[src/rtl/start_trigger_gen.sv]
// start_trigger_gen
//
// Front end for clock_corrector. It takes the raw, asynchronous board start
// button and produces a clean run-length `trigger` level:
//   - btn_in is synchronized through SYNC_STAGES flops (btn_s is the last one)
//   - a press must be seen high for DEBOUNCE_CYCLES consecutive samples
//   - trigger then stays high until run_done, ignoring the button
//   - re-arming needs DEBOUNCE_CYCLES consecutive low samples, so a single
//     press can never start more than one run
//
// Optional build macro: RUN_COUNT_EN adds an 8-bit wrapping run counter.
//
// Ports:
//   clk           in   system clock, rising edge
//   rst           in   synchronous reset, active-high
//   btn_in        in   raw asynchronous start button, active-high
//   run_done      in   one-cycle completion pulse from the multiply controller
//   trigger       out  level start, high from debounced press until run_done
//   trigger_pulse out  one-cycle strobe on the first cycle trigger is high
//   ready         out  idle and armed for a new press
//   run_count     out  [7:0] number of runs started (RUN_COUNT_EN only)
//
// Handshake: run_done is only acted on while the FSM is in TRIGGERED; it is
// a single-cycle pulse with no ready/ack back to the producer.

module start_trigger_gen #(
  parameter int SYNC_STAGES     = 2,
  parameter int DEBOUNCE_CYCLES = 1000,
  parameter int CNT_W           = 10
) (
  input  logic       clk,
  input  logic       rst,
  input  logic       btn_in,
  input  logic       run_done,
`ifdef RUN_COUNT_EN
  output logic [7:0] run_count,
`endif
  output logic       trigger,
  output logic       trigger_pulse,
  output logic       ready
);

  typedef enum logic [1:0] {
    ST_IDLE      = 2'd0,
    ST_DEBOUNCE  = 2'd1,
    ST_TRIGGERED = 2'd2,
    ST_RELEASE   = 2'd3
  } state_t;

  localparam logic [CNT_W-1:0] CNT_LAST = CNT_W'(DEBOUNCE_CYCLES - 1);
  localparam logic [CNT_W-1:0] CNT_ONE  = CNT_W'(1);

  state_t                 state_q, state_d;
  logic [CNT_W-1:0]       cnt_q, cnt_d;
  logic [SYNC_STAGES-1:0] sync_q, sync_d;
  logic                   trigger_q, trigger_d;
  logic                   trigger_pulse_q, trigger_pulse_d;
  logic                   ready_q, ready_d;
  logic                   btn_s;

  // Synchronizer: bit 0 samples the pin, the top bit is the only
  // button signal the FSM ever looks at.
  assign btn_s = sync_q[SYNC_STAGES-1];

  always_comb begin
    sync_d = {sync_q[SYNC_STAGES-2:0], btn_in};
  end

  // Next-state logic. The counter is shared: it counts stable highs in
  // DEBOUNCE and stable lows in RELEASE, and is held at zero elsewhere.
  always_comb begin
    state_d = state_q;
    cnt_d   = cnt_q;
    case (state_q)
      ST_IDLE: begin
        cnt_d = '0;
        if (btn_s) begin
          state_d = ST_DEBOUNCE;
          cnt_d   = CNT_ONE;
        end
      end
      ST_DEBOUNCE: begin
        if (!btn_s) begin
          state_d = ST_IDLE;
          cnt_d   = '0;
        end else if (cnt_q == CNT_LAST) begin
          state_d = ST_TRIGGERED;
          cnt_d   = '0;
        end else begin
          cnt_d = cnt_q + CNT_ONE;
        end
      end
      ST_TRIGGERED: begin
        cnt_d = '0;
        if (run_done) begin
          state_d = ST_RELEASE;
        end
      end
      ST_RELEASE: begin
        // Any high sample while releasing restarts the low-count.
        if (btn_s) begin
          cnt_d = '0;
        end else if (cnt_q == CNT_LAST) begin
          state_d = ST_IDLE;
          cnt_d   = '0;
        end else begin
          cnt_d = cnt_q + CNT_ONE;
        end
      end
      default: begin
        state_d = ST_IDLE;
        cnt_d   = '0;
      end
    endcase
  end

  // Outputs are registered copies decoded from the next state, so they
  // line up with state_q after each edge.
  always_comb begin
    trigger_d       = (state_d == ST_TRIGGERED);
    trigger_pulse_d = (state_d == ST_TRIGGERED) && (state_q != ST_TRIGGERED);
    ready_d         = (state_d == ST_IDLE);
  end

  always_ff @(posedge clk) begin
    if (rst) begin
      state_q         <= ST_IDLE;
      cnt_q           <= '0;
      sync_q          <= '0;
      trigger_q       <= 1'b0;
      trigger_pulse_q <= 1'b0;
      ready_q         <= 1'b1;
    end else begin
      state_q         <= state_d;
      cnt_q           <= cnt_d;
      sync_q          <= sync_d;
      trigger_q       <= trigger_d;
      trigger_pulse_q <= trigger_pulse_d;
      ready_q         <= ready_d;
    end
  end

  assign trigger       = trigger_q;
  assign trigger_pulse = trigger_pulse_q;
  assign ready         = ready_q;

`ifdef RUN_COUNT_EN
  logic [7:0] run_count_q, run_count_d;

  // Counts strobes; wraps naturally from 255 to 0.
  always_comb begin
    run_count_d = run_count_q;
    if (trigger_pulse_q) begin
      run_count_d = run_count_q + 8'd1;
    end
  end

  always_ff @(posedge clk) begin
    if (rst) begin
      run_count_q <= 8'd0;
    end else begin
      run_count_q <= run_count_d;
    end
  end

  assign run_count = run_count_q;
`endif

endmodule

[config.mk]
export PLATFORM = sky130hd
export DESIGN_NAME = start_trigger_gen
export DESIGN_NICKNAME = d
export VERILOG_FILES = /design/src/rtl/start_trigger_gen.sv
export SDC_FILE = /design/constraint.sdc
export NUM_CORES = 1
export LEC_CHECK = 0
export ABC_CLOCK_PERIOD_IN_PS = 2400
export CAP_MARGIN = 20
export CORE_MARGIN = 3
export CORE_UTILIZATION = 45
export DETAILED_ROUTE_END_ITERATION = 12
export GPL_ROUTABILITY_DRIVEN = 1
export PLACE_DENSITY = 0.65
export SYNTH_ARGS = -nofsm -noshare
export SYNTH_HDL_FRONTEND = slang
export SYNTH_SLANG_ARGS = --single-unit
[constraint.sdc]
create_clock -name clk -period 2.4 [get_ports clk]
set_input_delay 0.6 -clock clk [delete_from_list [all_inputs] [get_ports clk]]
set_output_delay 0.6 -clock clk [all_outputs]
set_load 0.02 [all_outputs]
Yosys cells after proc, flatten, opt, wreduce, memory -nomap -nowiden --
Index checks and enable logic that the tools add are counted.
Storage, ports and cells: register bits 17, input bits 4, output and inout bits 3, word-level logic and storage cells 28
Cells by class: add/subtract/negate cells 1, equal/unequal tests 6, multiplexer cells 12, reduce and logical (&&, ||, !) cells 3
Operators by type and width (count):
- $pmux 10 s4 | 1
- $mux 10 | 3
- $mux 2 | 6
- $add 10x1->10 const B | 1
- $eq 10x10->1 const B | 1
- $pmux 2 s4 | 1
- $eq 2x2->1 const B | 3
- $logic_not 2->1 | 2
- $eq 2x1->1 const B | 1
- $ne 2x2->1 const B | 1
- $logic_and 1x1->1 | 1
- $mux 1 | 1

Longest topological paths before layout --
Gate-level depths: netlist of the first run.
depth in word-level cells 6, mapped depth 6, mapped depth without buffers 5

Least setup slack after synthesis of the first run --
No wires, ideal clock.
path type register to register, start point register cnt_q[0], end point register cnt_q[0], library setup time 0.124 ns, arrival 1.289 ns, required time 2.276 ns, path slack 0.987 ns, cell stages (with the launch flop) 7, path buffers 1, clock period less this slack 1.413 ns, cell sequence dfxtp_1 > ha_1 > nand3_1 > nor3_4 > or2_1 > buf_6 > o32ai_1
Between the ends: cells in the longest elaborated chain, start to end 4, elaborated cells between the ends (all ways) 6, classes of those cells 1 x add/sub; 1 x eq/ne; 4 x mux
Ends and longest elaborated chain:
- start: declaration | RTL line 54 | logic [CNT_W-1:0] cnt_q, cnt_d;
- start signal: assignment | RTL line 135 | cnt_q <= cnt_d;
- $add 10x1->10 / $eq 10x10->1 (equally long branches)
- $mux 10 (*) | RTL line 86, 103
- $mux 10, on equally long branches | RTL line 101, 83
- $pmux 10 s4 (*) | RTL line 74 | case (state_q)
Mark *: on every way between the ends. The rest lies on a longest branch, timed or not. A chain may end at the register's enable or synchronous reset.

Worst setup path after layout of the first run --
start point register ready_q (netlist: ready), end point output ready
RTL lines:
- start: declaration | RTL line 58 | logic ready_q, ready_d;
- start signal: assignment | RTL line 139 | ready_q <= ready_d;
- end: declaration | RTL line 40 | output logic ready
No word-level cell between the ends.

==> results of run 1 <==
[registers in the layout, indices dropped and copies added (netlist names)]
name / flops
cnt_q: 10
state_q: 2
sync_q: 2
ready: 1
trigger: 1
trigger_pulse: 1
[power by group through the flow]
stage          combinational (mW)  sequential, mW  clock, mW
2_1_floorplan             0.00494           0.294          0
3_3_place_gp               0.0122           0.293          0
3_5_place_dp               0.0122           0.293          0
4_1_cts                    0.0122           0.287      0.158
5_1_grt                    0.0137           0.287      0.170
6_report                   0.0121           0.287      0.151
[kinds of logic (layout without fill, tap and decap cells)]
| kind of cell | Yosys count | count (layout) | synth area share, % |
|---|---|---|---|
| XOR/XNOR | 6 | 6 | 7.22 |
| adder cells (fa/ha/maj) | 1 | 1 | 1.72 |
| flip-flops | 17 | 17 | 46.7 |
| buffers and inverters | 5 | 14 | 3.61 |
| AO/OA/AOI/OAI | 9 | 9 | 9.79 |
| AND/OR/NAND/NOR | 41 | 41 | 29.6 |
| multiplexers | 1 | 1 | 1.37 |
[final timing paths]
check        depth (start not counted)       from         to  slack (ns)
min reg2reg                          1  sync_q[0]  sync_q[1]        0.45
max                                  1      ready      ready        0.60
max reg2reg                          5   cnt_q[0]   cnt_q[0]        0.73
min                                  1  sync_q[0]  sync_q[1]        0.45
[layout by cell type, fill, tap and decap left out, types with 2 or more instances in the layout]
cell type and count:
xnor2_1 3, clkbuf_4 3, nor2b_1 2, inv_1 4
nor3_1 2, clkdlybuf4s50_1 6, xor2_1 3, a31oi_1 2
nand2_1 6, dfxtp_1 17, nor2_1 15, nand3_1 4
nand3b_1 2, nand2b_1 3
[metrics by stage]
step                util, %  cell area [um^2]  cells  power (mW)
global route           58.9               823    104       0.471
finish                 58.9               823    104       0.450
global placement       56.9               796    100       0.306
detailed placement     56.9               796    100       0.306
floorplan                 -               728     80       0.298
CTS                    58.9               823    104       0.457
[routing by layer]
metal	track usage (%)	vias to the layer above
li1	-	293
met1	20.2	246
met2	17.3	12
met3	3.52	2
met4	6.82	0
met5	0	-
[layout make-up]
type	count	share of cell area (%)
clock buffers	3	2.74
clock inverters	1	0.608
inverters	4	1.82
multi-input cells	58	43.9
flip-flops and latches	17	41.3
well taps	15	2.28
repair buffers	6	7.29
==> impl_metrics.toml, run 1 <==
[yosys]
synth.most_common_cell = "dfxtp_1"
syn_nets = 85
ys_ff_latch = 17
netlist_instances = 80
synthDominantCellAreaShare_pct = 46.7
ys_top_cells_by_count = "dfxtp_1, nor2_1, nand2_1, inv_1, nand3_1"
synth_area_leader_cell = "dfxtp_1"
synth-warning-count = 0
synthesis.area_um2 = 728
synthFlopType = "dfxtp_1"
ys_types = 29
synth_edf_count = 0
ys_seq_area_share_pct = 46.7
avgSynthCellArea_um2 = 9.10
async_flop_share_pct = 0
synth_top_cells_by_area = "dfxtp_1, nor2_1, xnor2_1"

[critical_path]
worstSetupStartpointType = "flip-flop"
max_stage_delay_ns = 0.59
arrival_ns = 1.20
crit_chain = "clkdlybuf4s50_1"
crit_required_ns = 1.80
cpLargestDelayFamily = "buffers and inverters"
path_buf_inv = 1
critPathSlowestCell = "clkdlybuf4s50_1"
path_class = "flip-flop to primary output"
crit_fanout = 1
end_kind = "primary output"

[route]
wl_met1_um = 638
post_drt_wl_per_cell_um = 11.1
ant_nets = 0
routed_wl_um = 1160
num_vias = 553
first_pass_iters = 4
drc = 0
drtIter0Drc = 15
dr_wl_met2_um = 444
routed-wl-met3_um = 58
via_per_inst = 5.32
top_layer_used = "met4"

[outcome]
status = "complete, no violations"

[power_and_ir_drop]
p_sw_share_pct = 21.1
clock_power_share_pct = 33.5
power.switching_mw = 0.0949
powerDensity_nw_per_um2 = 546
seqPwrFrac_pct = 63.8
leakage_nw = 0.315
irDropWorstVdd_mv = 0.466
comb_power_share_pct = 2.7
internal_power_mw = 0.355

[place]
place_ws_ns = 0.482
port_buffers = 6
dpl.hpwl_um = 851
place.gp.congestion = 0.793

[timing]
fin_skew_ns = 0.00210
relSlewSlack_pct = 79.3
hold_slack_ns = 0.453
setup_tns_ns = 0
slew_violations = 0
hold_viol_final = 0
setup_viol = 0
fin_ws_ns = 0.604
rsz0062_at_grt = "no"
finalCritPeriodShare_pct = 74.8
fin_crit_ns = 1.80
worstMarginPinSlew_ns = 0.306
fmax_mhz = 557

[floorplan]
die-area_um2 = 2140
initial_core_util_pct = 52.1
die_x_um = 46.2
core_area_um2 = 1400
ioPinCount = 7
rows = 13
die_y_um = 46.2

[clock_network]
cts_buffers = 3
clk_path_buf_depth = 2
cts_root_buffer = "clkbuf_4"
ctsResizeCount = 0
post-cts-setup-buffers = 0
clk_pin_slew_worst_paths_ns = 0.10
clk_latency_ns = 0.28
cts_hold_buffers = 0
h-tree-depth = 1
cts_tree = "built"
cts.sinks = 17

[global_route]
overflow = 0
grt_pass1_wl_um = 2070
grt_pass1_vias = 493
antenna_found_initial = 0
track_usage_pct = 13.5
grt_max_degree = 11

[layout]
drive_gt1_share_pct = 10.1
area_growth_syn_to_layout_pct = 13.1
nNetsFinal = 95
seq_area_um2 = 340
fill_cells = 140
antennaDiodeCount = 0
multiInputGateArea_um2 = 362

[min_path]
hold_path.class = "flip-flop to flip-flop"

[run]
cap_violations = 0
Note: power is estimated with default switching activity, not from simulation.
==> run 2, diff against run 1 <==
--- a/config.mk
+++ b/config.mk
@@ -5,7 +5,7 @@
 export SDC_FILE = /design/constraint.sdc
 export NUM_CORES = 1
 export LEC_CHECK = 0
-export ABC_CLOCK_PERIOD_IN_PS = 2400
+export ABC_CLOCK_PERIOD_IN_PS = 1800
 export CAP_MARGIN = 20
 export CORE_MARGIN = 3
 export CORE_UTILIZATION = 45
==> constraint.sdc (replaced) <==
create_clock -name clk -period 1.8 [get_ports clk]
set_input_delay 0.45 -clock clk [delete_from_list [all_inputs] [get_ports clk]]
set_output_delay 0.45 -clock clk [all_outputs]
set_load 0.02 [all_outputs]
==> impl_metrics.toml, run 2 (synthesis results as in run 1) <==
[outcome]
status = "complete, no violations"

[timing]
slew_violations = 0
setup_viol = 0
setup_tns_ns = 0
finalCritPeriodShare_pct = 90.8
relSlewSlack_pct = 77.0
fin_ws_ns = 0.165
fmax_mhz = 612
hold_viol_final = 0
hold_slack_ns = 0.443
rsz0062_at_grt = "no"
worstMarginPinSlew_ns = 0.340
fin_crit_ns = 1.64
fin_skew_ns = 0.00270

[layout]
final_cell_mix = "dfxtp_1, nor2_1, nand2_1, clkdlybuf4s50_1"
largest_register = "cnt_q"
fill_cells = 124
drive_gt1_share_pct = 11.0
layout.cells.non_filler = 106
final_area_um2 = 837
nNetsFinal = 97
area_growth_syn_to_layout_pct = 14.9
reg_top3 = "cnt_q x10, state_q x2, sync_q x2"
antennaDiodeCount = 0
final_common_cell = "dfxtp_1"
multiInputGateArea_um2 = 362
largest_reg_flops = 10
seq_area_um2 = 340
fin_util_pct = 59.8

[critical_path]
end_kind = "primary output"
crit_end = "trigger_pulse"
crit_required_ns = 1.35
timing.rr.end = "cnt_q[0]"
r2r-start = "cnt_q[1]"
worstSetupStartpointType = "flip-flop"
path_buf_inv = 1
reg2reg_depth = 5
crit_chain = "clkdlybuf4s50_1"
crit_fanout = 1
crit_cells = 1
arrival_ns = 1.19
cpLargestDelayFamily = "buffers and inverters"
path_class = "flip-flop to primary output"
max_stage_delay_ns = 0.59
critPathSlowestCell = "clkdlybuf4s50_1"
critPathLaunch = "trigger_pulse"
reg2reg_slack_ns = 0.19

[route]
post_drt_wl_per_cell_um = 11.3
first_pass_iters = 4
routed_wl_um = 1200
drtIter0Drc = 6
via_per_inst = 5.30
num_vias = 562
ant_nets = 0
drc = 0

[floorplan]
die_x_um = 46.2
die_y_um = 46.2
die-area_um2 = 2140
core_area_um2 = 1400
rows = 13
initial_core_util_pct = 52.1
ioPinCount = 7

[power_and_ir_drop]
power.switching_mw = 0.119
clock_power_share_pct = 32.9
internal_power_mw = 0.477
seqPwrFrac_pct = 64.1
powerDensity_nw_per_um2 = 712
irDropWorstVdd_mv = 0.444
leakage_nw = 0.322
p_sw_share_pct = 19.9
total_power_mw = 0.596
comb_power_share_pct = 2.9

[clock_network]
cts_hold_buffers = 0
cts_root_buffer = "clkbuf_4"
clk_pin_slew_worst_paths_ns = 0.09
h-tree-depth = 1
cts.sinks = 17
clk_path_buf_depth = 2
cts_tree = "built"
ctsResizeCount = 0
post-cts-setup-buffers = 0
cts_buffers = 3
clk_latency_ns = 0.28

[place]
place_ws_ns = 0.0875
place.gp.congestion = 0.783
port_buffers = 6
dpl_cell_area_um2 = 811
dpl.hpwl_um = 908
post-place-cells = 102

[min_path]
hold_path.class = "flip-flop to flip-flop"
hold_depth = 1

[global_route]
grt_pass1_wl_um = 2150
track_usage_pct = 14.1
grt_pass1_vias = 500
grt_max_degree = 10
antenna_found_initial = 0
overflow = 0

[run]
cap_violations = 0
-- run 2: changes by cell type in the layout (fill, tap and decap cells not counted), sizes merged --
| cell | delta |
|---|---|
| buf | +2 |
| clkbuf | +1 |
| clkinv | -1 |
-- run 2: power by group through the flow --
stage | clock network, mW | registers, mW | logic, mW
final | 0.196 | 0.382 | 0.0175
after global routing | 0.227 | 0.383 | 0.0196
after CTS | 0.208 | 0.382 | 0.0178
after detailed placement | 0 | 0.391 | 0.0177
after global placement | 0 | 0.391 | 0.0175
after floorplan | 0 | 0.391 | 0.00659
-- run 2: area by class of cell --
type / count / area share, %
Clock buffer: 4 / 3.14
Timing Repair Buffer: 8 / 8.97
Sequential cell: 17 / 40.7
Multi-Input combinational cell: 58 / 43.2
Inverter: 4 / 1.79
Tap cell: 15 / 2.24
-- run 2: worst min-delay path by stage --
stage                          from   endpoint
after floorplan           sync_q[0]  sync_q[1]
after global placement    sync_q[0]  sync_q[1]
after detailed placement  sync_q[0]  sync_q[1]
after CTS                 sync_q[0]  sync_q[1]
after global routing      sync_q[0]  sync_q[1]
final                     sync_q[0]  sync_q[1]
-- run 2: routing by layer --
| metal | track usage (%) | vias up | share of wire [%] |
|---|---|---|---|
| met5 | 0 | - | 0 |
| met4 | 5.11 | 0 | 1.1 |
| met3 | 3.52 | 2 | 4.2 |
| met2 | 20.6 | 11 | 40 |
| met1 | 19.7 | 250 | 54 |
| li1 | - | 299 | - |
==> run 3, diff against run 2 <==
--- a/config.mk
+++ b/config.mk
@@ -12,6 +12,7 @@
 export DETAILED_ROUTE_END_ITERATION = 12
 export GPL_ROUTABILITY_DRIVEN = 1
 export PLACE_DENSITY = 0.65
+export SETUP_SLACK_MARGIN = 0.2
 export SYNTH_ARGS = -nofsm -noshare
 export SYNTH_HDL_FRONTEND = slang
 export SYNTH_SLANG_ARGS = --single-unit
==> impl_metrics.toml, run 3 (synthesis results as in run 1) <==
[outcome]
status = "complete, no violations"

[run]
cap_violations = 0

[clock_network]
h-tree-depth = 1
clk_latency_ns = 0.28
cts_root_buffer = "clkbuf_4"
cts_buffers = 3
clk_pin_slew_worst_paths_ns = 0.10
cts.sinks = 17
cts_tree = "built"
cts_hold_buffers = 0
clk_path_buf_depth = 2

[critical_path]
path_class = "flip-flop to flip-flop"
reg2reg_depth = 5
reg2reg_slack_ns = 0.36
crit_fanout = 6
crit_required_ns = 2.00
timing.rr.end = "ready"
critPathLaunch = "cnt_q[1]"
r2r-start = "cnt_q[1]"
arrival_ns = 1.64
worstSetupStartpointType = "flip-flop"
crit_end = "ready"
end_kind = "flip-flop"

[global_route]
track_usage_pct = 14.1
grt_pass1_vias = 500
grt_max_degree = 10
grt_pass1_wl_um = 2150
overflow = 0
antenna_found_initial = 0

[timing]
worstMarginPinSlew_ns = 0.340
hold_viol_final = 0
setup_viol = 0
fmax_mhz = 695
rsz0062_at_grt = "no"
relSlewSlack_pct = 77.0
setup_tns_ns = 0
fin_skew_ns = 0.00367
slew_violations = 0
hold_slack_ns = 0.443
fin_crit_ns = 1.44
finalCritPeriodShare_pct = 79.9
fin_ws_ns = 0.361

[layout]
layout.cells.non_filler = 106
fin_util_pct = 60.1
largest_reg_flops = 10
drive_gt1_share_pct = 13.2
final_cell_mix = "dfxtp_1, nor2_1, nand2_1, inv_1"
antennaDiodeCount = 0
fill_cells = 123
reg_top3 = "cnt_q x10, state_q x2, sync_q x2"
area_growth_syn_to_layout_pct = 15.5
largest_register = "cnt_q"
final_common_cell = "dfxtp_1"
nNetsFinal = 97

[floorplan]
core_area_um2 = 1400
initial_core_util_pct = 52.1
die_y_um = 46.2
ioPinCount = 7
die-area_um2 = 2140
die_x_um = 46.2
rows = 13

[route]
first_pass_iters = 4
routed_wl_um = 1220
via_per_inst = 5.26
drtIter0Drc = 6
post_drt_wl_per_cell_um = 11.5
ant_nets = 0
num_vias = 558
drc = 0

[place]
place.gp.congestion = 0.783
port_buffers = 6
dpl.hpwl_um = 908
place_ws_ns = 0.0875
post-place-cells = 102

[min_path]
hold_path.class = "flip-flop to flip-flop"
hold_depth = 1

[power_and_ir_drop]
leakage_nw = 0.333
powerDensity_nw_per_um2 = 709
irDropWorstVdd_mv = 0.447
==> run 3: cell count changes in the layout (fill, tap and decap cells not counted), sizes merged <==
cell,before,now
clkdlybuf4s50,6,3
dlygate4sd2,0,3
==> run 3: timing repair <==
item,in CTS,in global routing
buffers inserted,0,0
pin swaps,0,0
endpoints found under the setup margin,4,5
gates resized for setup,4,1
==> run 3: critical path: stages (launching register included) <==
cell	delay (ns)
dfxtp_1	0.36
ha_1	0.23
nand3_2	0.18
nor3_4	0.28
nand2_1	0.11
a21boi_0	0.19
==> run 3: how the worst min path moves through the flow <==
stage / startpoint / end / slack (ns)
detailed placement: sync_q[0] / sync_q[1] / 0.43
global route: sync_q[0] / sync_q[1] / 0.48
finish: sync_q[0] / sync_q[1] / 0.44
floorplan: sync_q[0] / sync_q[1] / 0.41
CTS: sync_q[0] / sync_q[1] / 0.45
global placement: sync_q[0] / sync_q[1] / 0.42
==> run 3: cell type report <==
| class | instances | area, um^2 | area share, % |
|---|---|---|---|
| clock buffer | 4 | 26.3 | 3.13 |
| inverter | 4 | 15.0 | 1.79 |
| multi-input combinational | 58 | 369 | 43.9 |
| sequential | 17 | 340 | 40.5 |
| tap | 15 | 18.8 | 2.23 |
| timing repair buffer | 8 | 71.3 | 8.48 |
==> run 3: power breakdown <==
group	internal (mW)	total [mW]	leakage [nW]	switching, mW
registers	0.380	0.382	0.138	0.00232
clock network	0.0858	0.197	0.0150	0.111
logic	0.0111	0.0171	0.180	0.00603
==> run 3: through the flow <==
step,instance area [um^2],power [mW]
after floorplan,728,0.398
after global placement,811,0.408
after detailed placement,811,0.409
after CTS,838,0.607
after global routing,841,0.629
final,841,0.596
==> run 3: routing by layer <==
metal	GRT usage [%]	part of all wire, %	vias to the layer above	wire length, um
li1	-	-	298	-
met1	19.7	56	250	675
met2	20.6	40	8	480
met3	3.52	3.8	2	46
met4	5.11	1.1	0	13
met5	0	0	-	0
==> RTL change 1 (flow settings as in run 3) <==
The parameter `CNT_W` goes from 10 to 20.
--- a/src/rtl/start_trigger_gen.sv
+++ b/src/rtl/start_trigger_gen.sv
@@ -26,7 +26,7 @@
 module start_trigger_gen #(
   parameter int SYNC_STAGES     = 2,
   parameter int DEBOUNCE_CYCLES = 1000,
-  parameter int CNT_W           = 10
+  parameter int CNT_W           = 20
 ) (
   input  logic       clk,
   input  logic       rst,
Behaviour: no difference found for any inputs over 10 cycles, from zero or initial values and one cycle with rst high; that may be too few to reach the edited logic, so the function may still have changed.
==> RTL change 1 against run 3 <==
Hold slack better by 0.017 ns; largest power group unchanged; critical endpoint is now state_q[1]; sequential cell count up 10; wire length up 110%; power up 49%; non-clock buffer count up 7; synthesized cell count up 76%; die area up 64%; synthesized area up 75%; worst setup slack worse by 0.10 ns; final area up 76%.
==> RTL change 1: results (changes against run 3) <==
stage,metric,value,unit,change
run_status,status,finished clean,,
finish,final cell count without fillers,183,,+73%
detailed_routing,routed wl met2,1.193,mm,+150%
detailed_routing,Initial DRT Pass Iterations,4,,unchanged
detailed_routing,post-DR wirelength/cell,14.15,um,+23%
placement,"Cell Area, Placed",0.001410,mm2,+74%
synthesis,Synth warnings,0,,unchanged
synthesis,sequential share of the synthesized area,42.52,%,-4.2 points
placement,Final Wtd Congestion,0.8349,,+6.6%
timing,Slew headroom,76.81,%,-0.24 points
placement,dpl hpwl,1.920,mm,+110%
placement,pre-CTS WS,0.1709,ns,+0.08341 ns
global_routing,first-pass GRT wire length,4.698,mm,+120%
detailed_routing,met3 wire length,102,um,+120%
synthesis,top post-synthesis cells by area,"dfxtp_1 (43%), xor2_1 (8.3%), nor2_1 (5.9%)",,
timing,Clock Skew,0.008935,ns,+0.005260 ns
synthesis,Post-Synth XOR/XNOR Area,8.957,%,+1.7 points
finish,Layout Nets,159,,+64%
synthesis,Synth top cells by count,"dfxtp_1 (27), nor2_1 (20), xor2_1 (12)",,
placement,port bufs,6,,unchanged
detailed_routing,met1 WL,1.279,mm,+89%
synthesis,adder-cell share of the synthesized area,0.9843,%,-0.73 points
global_routing,Total GRT Usage,17.54,%,+3.5 points
synthesis,post-synth cell types,36,,+24%
synthesis,syn nets,146,,+72%
clocking,clk_lat worst skew,0.33,ns,+0.05 ns
synthesis,"Avg Cell Area, Syn",9.016,um2,-0.95%
clocking,register clock-pin slew on the reported worst setup and hold paths,0.15,ns,+0.05 ns
global_routing,largest net degree at the start of global routing,19,,+9
synthesis,multiplexer area fraction after synthesis,0.8858,%,-0.49 points
synthesis,Compound-Gate Fraction of Synth Area,9.252,%,-0.54 points
power,leak pwr,0.0005045,uW,+52%
detailed_routing,Starting DRT DRC Count,44,,+38
detailed_routing,vias per std cell,5.738,,+9.0%
critical_path,CP Max Fanout,4,,-2
global_routing,vias in the first global route,1001,,+100%
power,Peak VDD IR,598.3,uV,+34%
==> RTL change 1: changes by cell type after synthesis, sizes merged, moves of 4 or more <==
cell   before  now
a21oi       1    7
and4        0    4
buf         1    5
dfxtp      17   27
nand4       1    8
nor2       15   20
o21ai       0    4
xor2        3   12
==> RTL change 1: layout make-up <==
type | count | area, um2
Inverter | 1 | 3.754
Clock inverter | 1 | 7.507
Fill cell | 226 | 1106
Multi-Input combinational cell | 106 | 716.9
Clock buffer | 3 | 22.52
Tap cell | 30 | 37.54
Timing Repair Buffer | 15 | 140.1
Sequential cell | 27 | 555.5
==> RTL change 1: final timing paths <==
kind	start	cells after the start	to	slack (ns)
max	cnt_q[1]	5	state_q[1]	0.26
min reg2reg	sync_q[0]	1	sync_q[1]	0.46
min	sync_q[0]	1	sync_q[1]	0.46
max reg2reg	cnt_q[1]	5	state_q[1]	0.26
==> RTL change 1: worst max-delay path, stage by stage (launching register included) <==
cell	delay, ns
dfxtp_1	0.37
ha_1	0.20
nor4b_2	0.21
and4_4	0.27
nand3_2	0.12
mux2_2	0.29
==> RTL change 1: metrics by stage <==
step	hold slack [ns]	power (uW)
finish	0.4596	890.3
detailed placement	0.4349	639.1
CTS	0.4621	907.7
floorplan	0.4138	627.4
global route	0.4732	939.1
global placement	0.4194	638.3
==> RTL change 1: repair_timing <==
item	in CTS	in global routing
resized for setup	9	15
pin swaps	1	2
setup endpoints to repair	8	21
==> RTL change 1: layer usage <==
layer	global-route usage, %	up-vias
met5	0	-
met4	3.883	0
met3	5.229	2
met2	26.81	27
met1	24.36	496
li1	-	525
==> RTL change 1: power by group <==
part	internal [uW]	total (uW)	leakage [uW]	switching [uW]
clock	85.1	268	0.0000139	183
sequential	598	601	0.000223	2.93
combinational	12.5	21.6	0.000268	9.01
total	696	890	0.000504	195
==> RTL change 2 (config.mk and constraints of run 3) <==
Without the edit above. Encoding of `state_t`: now one-hot (4 bits for 4 states).
--- a/src/rtl/start_trigger_gen.sv
+++ b/src/rtl/start_trigger_gen.sv
@@ -40,11 +40,11 @@
   output logic       ready
 );
 
-  typedef enum logic [1:0] {
-    ST_IDLE      = 2'd0,
-    ST_DEBOUNCE  = 2'd1,
-    ST_TRIGGERED = 2'd2,
-    ST_RELEASE   = 2'd3
+  typedef enum logic [3:0] {
+    ST_IDLE      = 4'b0001,
+    ST_DEBOUNCE  = 4'b0010,
+    ST_TRIGGERED = 4'b0100,
+    ST_RELEASE   = 4'b1000
   } state_t;
 
   localparam logic [CNT_W-1:0] CNT_LAST = CNT_W'(DEBOUNCE_CYCLES - 1);
Function: same outputs for any inputs over 10 cycles, from zero or initial values and one cycle with rst high; not proved beyond that.
==> RTL change 2 against run 3 <==
Final area increased by 20%; fmax shrank 7.4%; critical path depth rose by 1; sequential power increased by 12%; wire length grew 30%; worst setup slack worse by 0.11 ns; synthesized area is 11% higher; power up 11%; combinational power rose by 88%; sequential cell count is 2 higher; utilization is 3.3 points higher; critical endpoint is now cnt_q[5]; highest routed layer unchanged.
==> RTL change 2: results (changes against run 3) <==
stage,metric,value,unit,change
power,leak pwr,0.0003399,uW,+2.2%
synthesis,adder-cell share of the synthesized area,1.553,%,-0.17 points
power,Clock Power Share,30.5,%,-2.6 points
global_routing,first-pass GRT wire length,2.332,mm,+8.4%
global_routing,largest net degree at the start of global routing,12,,+2
synthesis,top post-synthesis cells by area,"dfxtp_1 (47%), nor2_1 (7.0%), xnor2_1 (6.5%)",,
finish,layout cells sized above 1,21.10,%,+7.9 points
power,Tot Pwr,664.3,uW,+11%
detailed_routing,routed wl met2,814,um,+70%
finish,Multi-input gate area,449.2,um2,+22%
detailed_routing,overall routed net length,1.585,mm,+30%
timing,Clock Skew,0.003936,ns,+0.0002615 ns
power,Switching Share,20.38,%,+0.32 points
synthesis,Yosys top cell area share,47.20,%,+0.47 points
finish,fill count,126,,+2.4%
finish,Signal buf overhead,11.01,%,+2.5 points
finish,#MultiIn Comb,70,,+21%
power,combinational share of power,4.8,%,+1.9 points
critical_path,CP Max Fanout,5,,-1
detailed_routing,met1 WL,702,um,+4.0%
synthesis,Compound-Gate Fraction of Synth Area,8.851,%,-0.94 points
critical_path,CP arrival,1.78,ns,+0.14 ns
synthesis,multiplexer area fraction after synthesis,0,%,-1.4 points
placement,Final Wtd Congestion,0.7733,,-1.2%
finish,Layout Nets,115,,+19%
placement,pre-CTS WS,-0.1621,ns,-0.2496 ns
synthesis,Synth top cells by count,"dfxtp_1 (19), nor2_1 (15), a21oi_1 (9)",,
timing,Slew headroom,77.94,%,+0.90 points
detailed_routing,Starting DRT DRC Count,12,,+6
detailed_routing,Vias,684,,+23%
placement,"Cell Area, Placed",930.9,um2,+15%
finish,clock network share of area,2.599,%,-0.53 points
synthesis,Post-Synth XOR/XNOR Area,9.783,%,+2.6 points
synthesis,syn nets,98,,+15%
power,Peak VDD IR,437.4,uV,-2.0%
synthesis,sequential share of the synthesized area,47.20,%,+0.47 points
detailed_routing,met3 wire length,54,um,+17%
global_routing,vias in the first global route,600,,+20%
global_routing,Total GRT Usage,12.22,%,-1.8 points
synthesis,post-synth cell types,23,,-21%
finish,"Buffers, non-clock",13,,+5
synthesis,Post-Synthesis Cells,93,,+16%
synthesis,Synth warnings,0,,unchanged
finish,sequential share of cell area,37.87,%,-2.6 points
finish,Non-clk invs,3,,-1
run_status,status,finished clean,,
finish,largest registers,"cnt_q (10), state_q (4), sync_q (2)",,
[RTL change 2: changes by cell type after synthesis, sizes merged, moves of 2 or more]
cell    before  now
a21oi        1    9
a31oi        2    0
dfxtp       17   19
nand4b       0    3
nor3         3    5
nor3b        0    2
o21ai        0    2
or4          0    2
xnor2        3    6
[RTL change 2: path summary, 6_finish.rpt]
path	end	from	cells after the start	slack, ns
min	sync_q[1]	sync_q[0]	1	0.45
max	cnt_q[5]	cnt_q[1]	6	0.25
min reg2reg	sync_q[1]	sync_q[0]	1	0.45
max reg2reg	cnt_q[5]	cnt_q[1]	6	0.25
[RTL change 2: critical path: stages (launching register included)]
cell and delay (ns):
dfxtp_2 0.35, ha_4 0.15, nand4b_1 0.08, nor3_1 0.05, buf_4 0.15, or4_4 0.60, nor2_2 0.11
[RTL change 2: metal layers]
metal,track usage [%],vias up
li1,-,355
met1,13.77,316
met2,22.48,11
met3,1.840,2
met4,5.687,0
met5,0,-
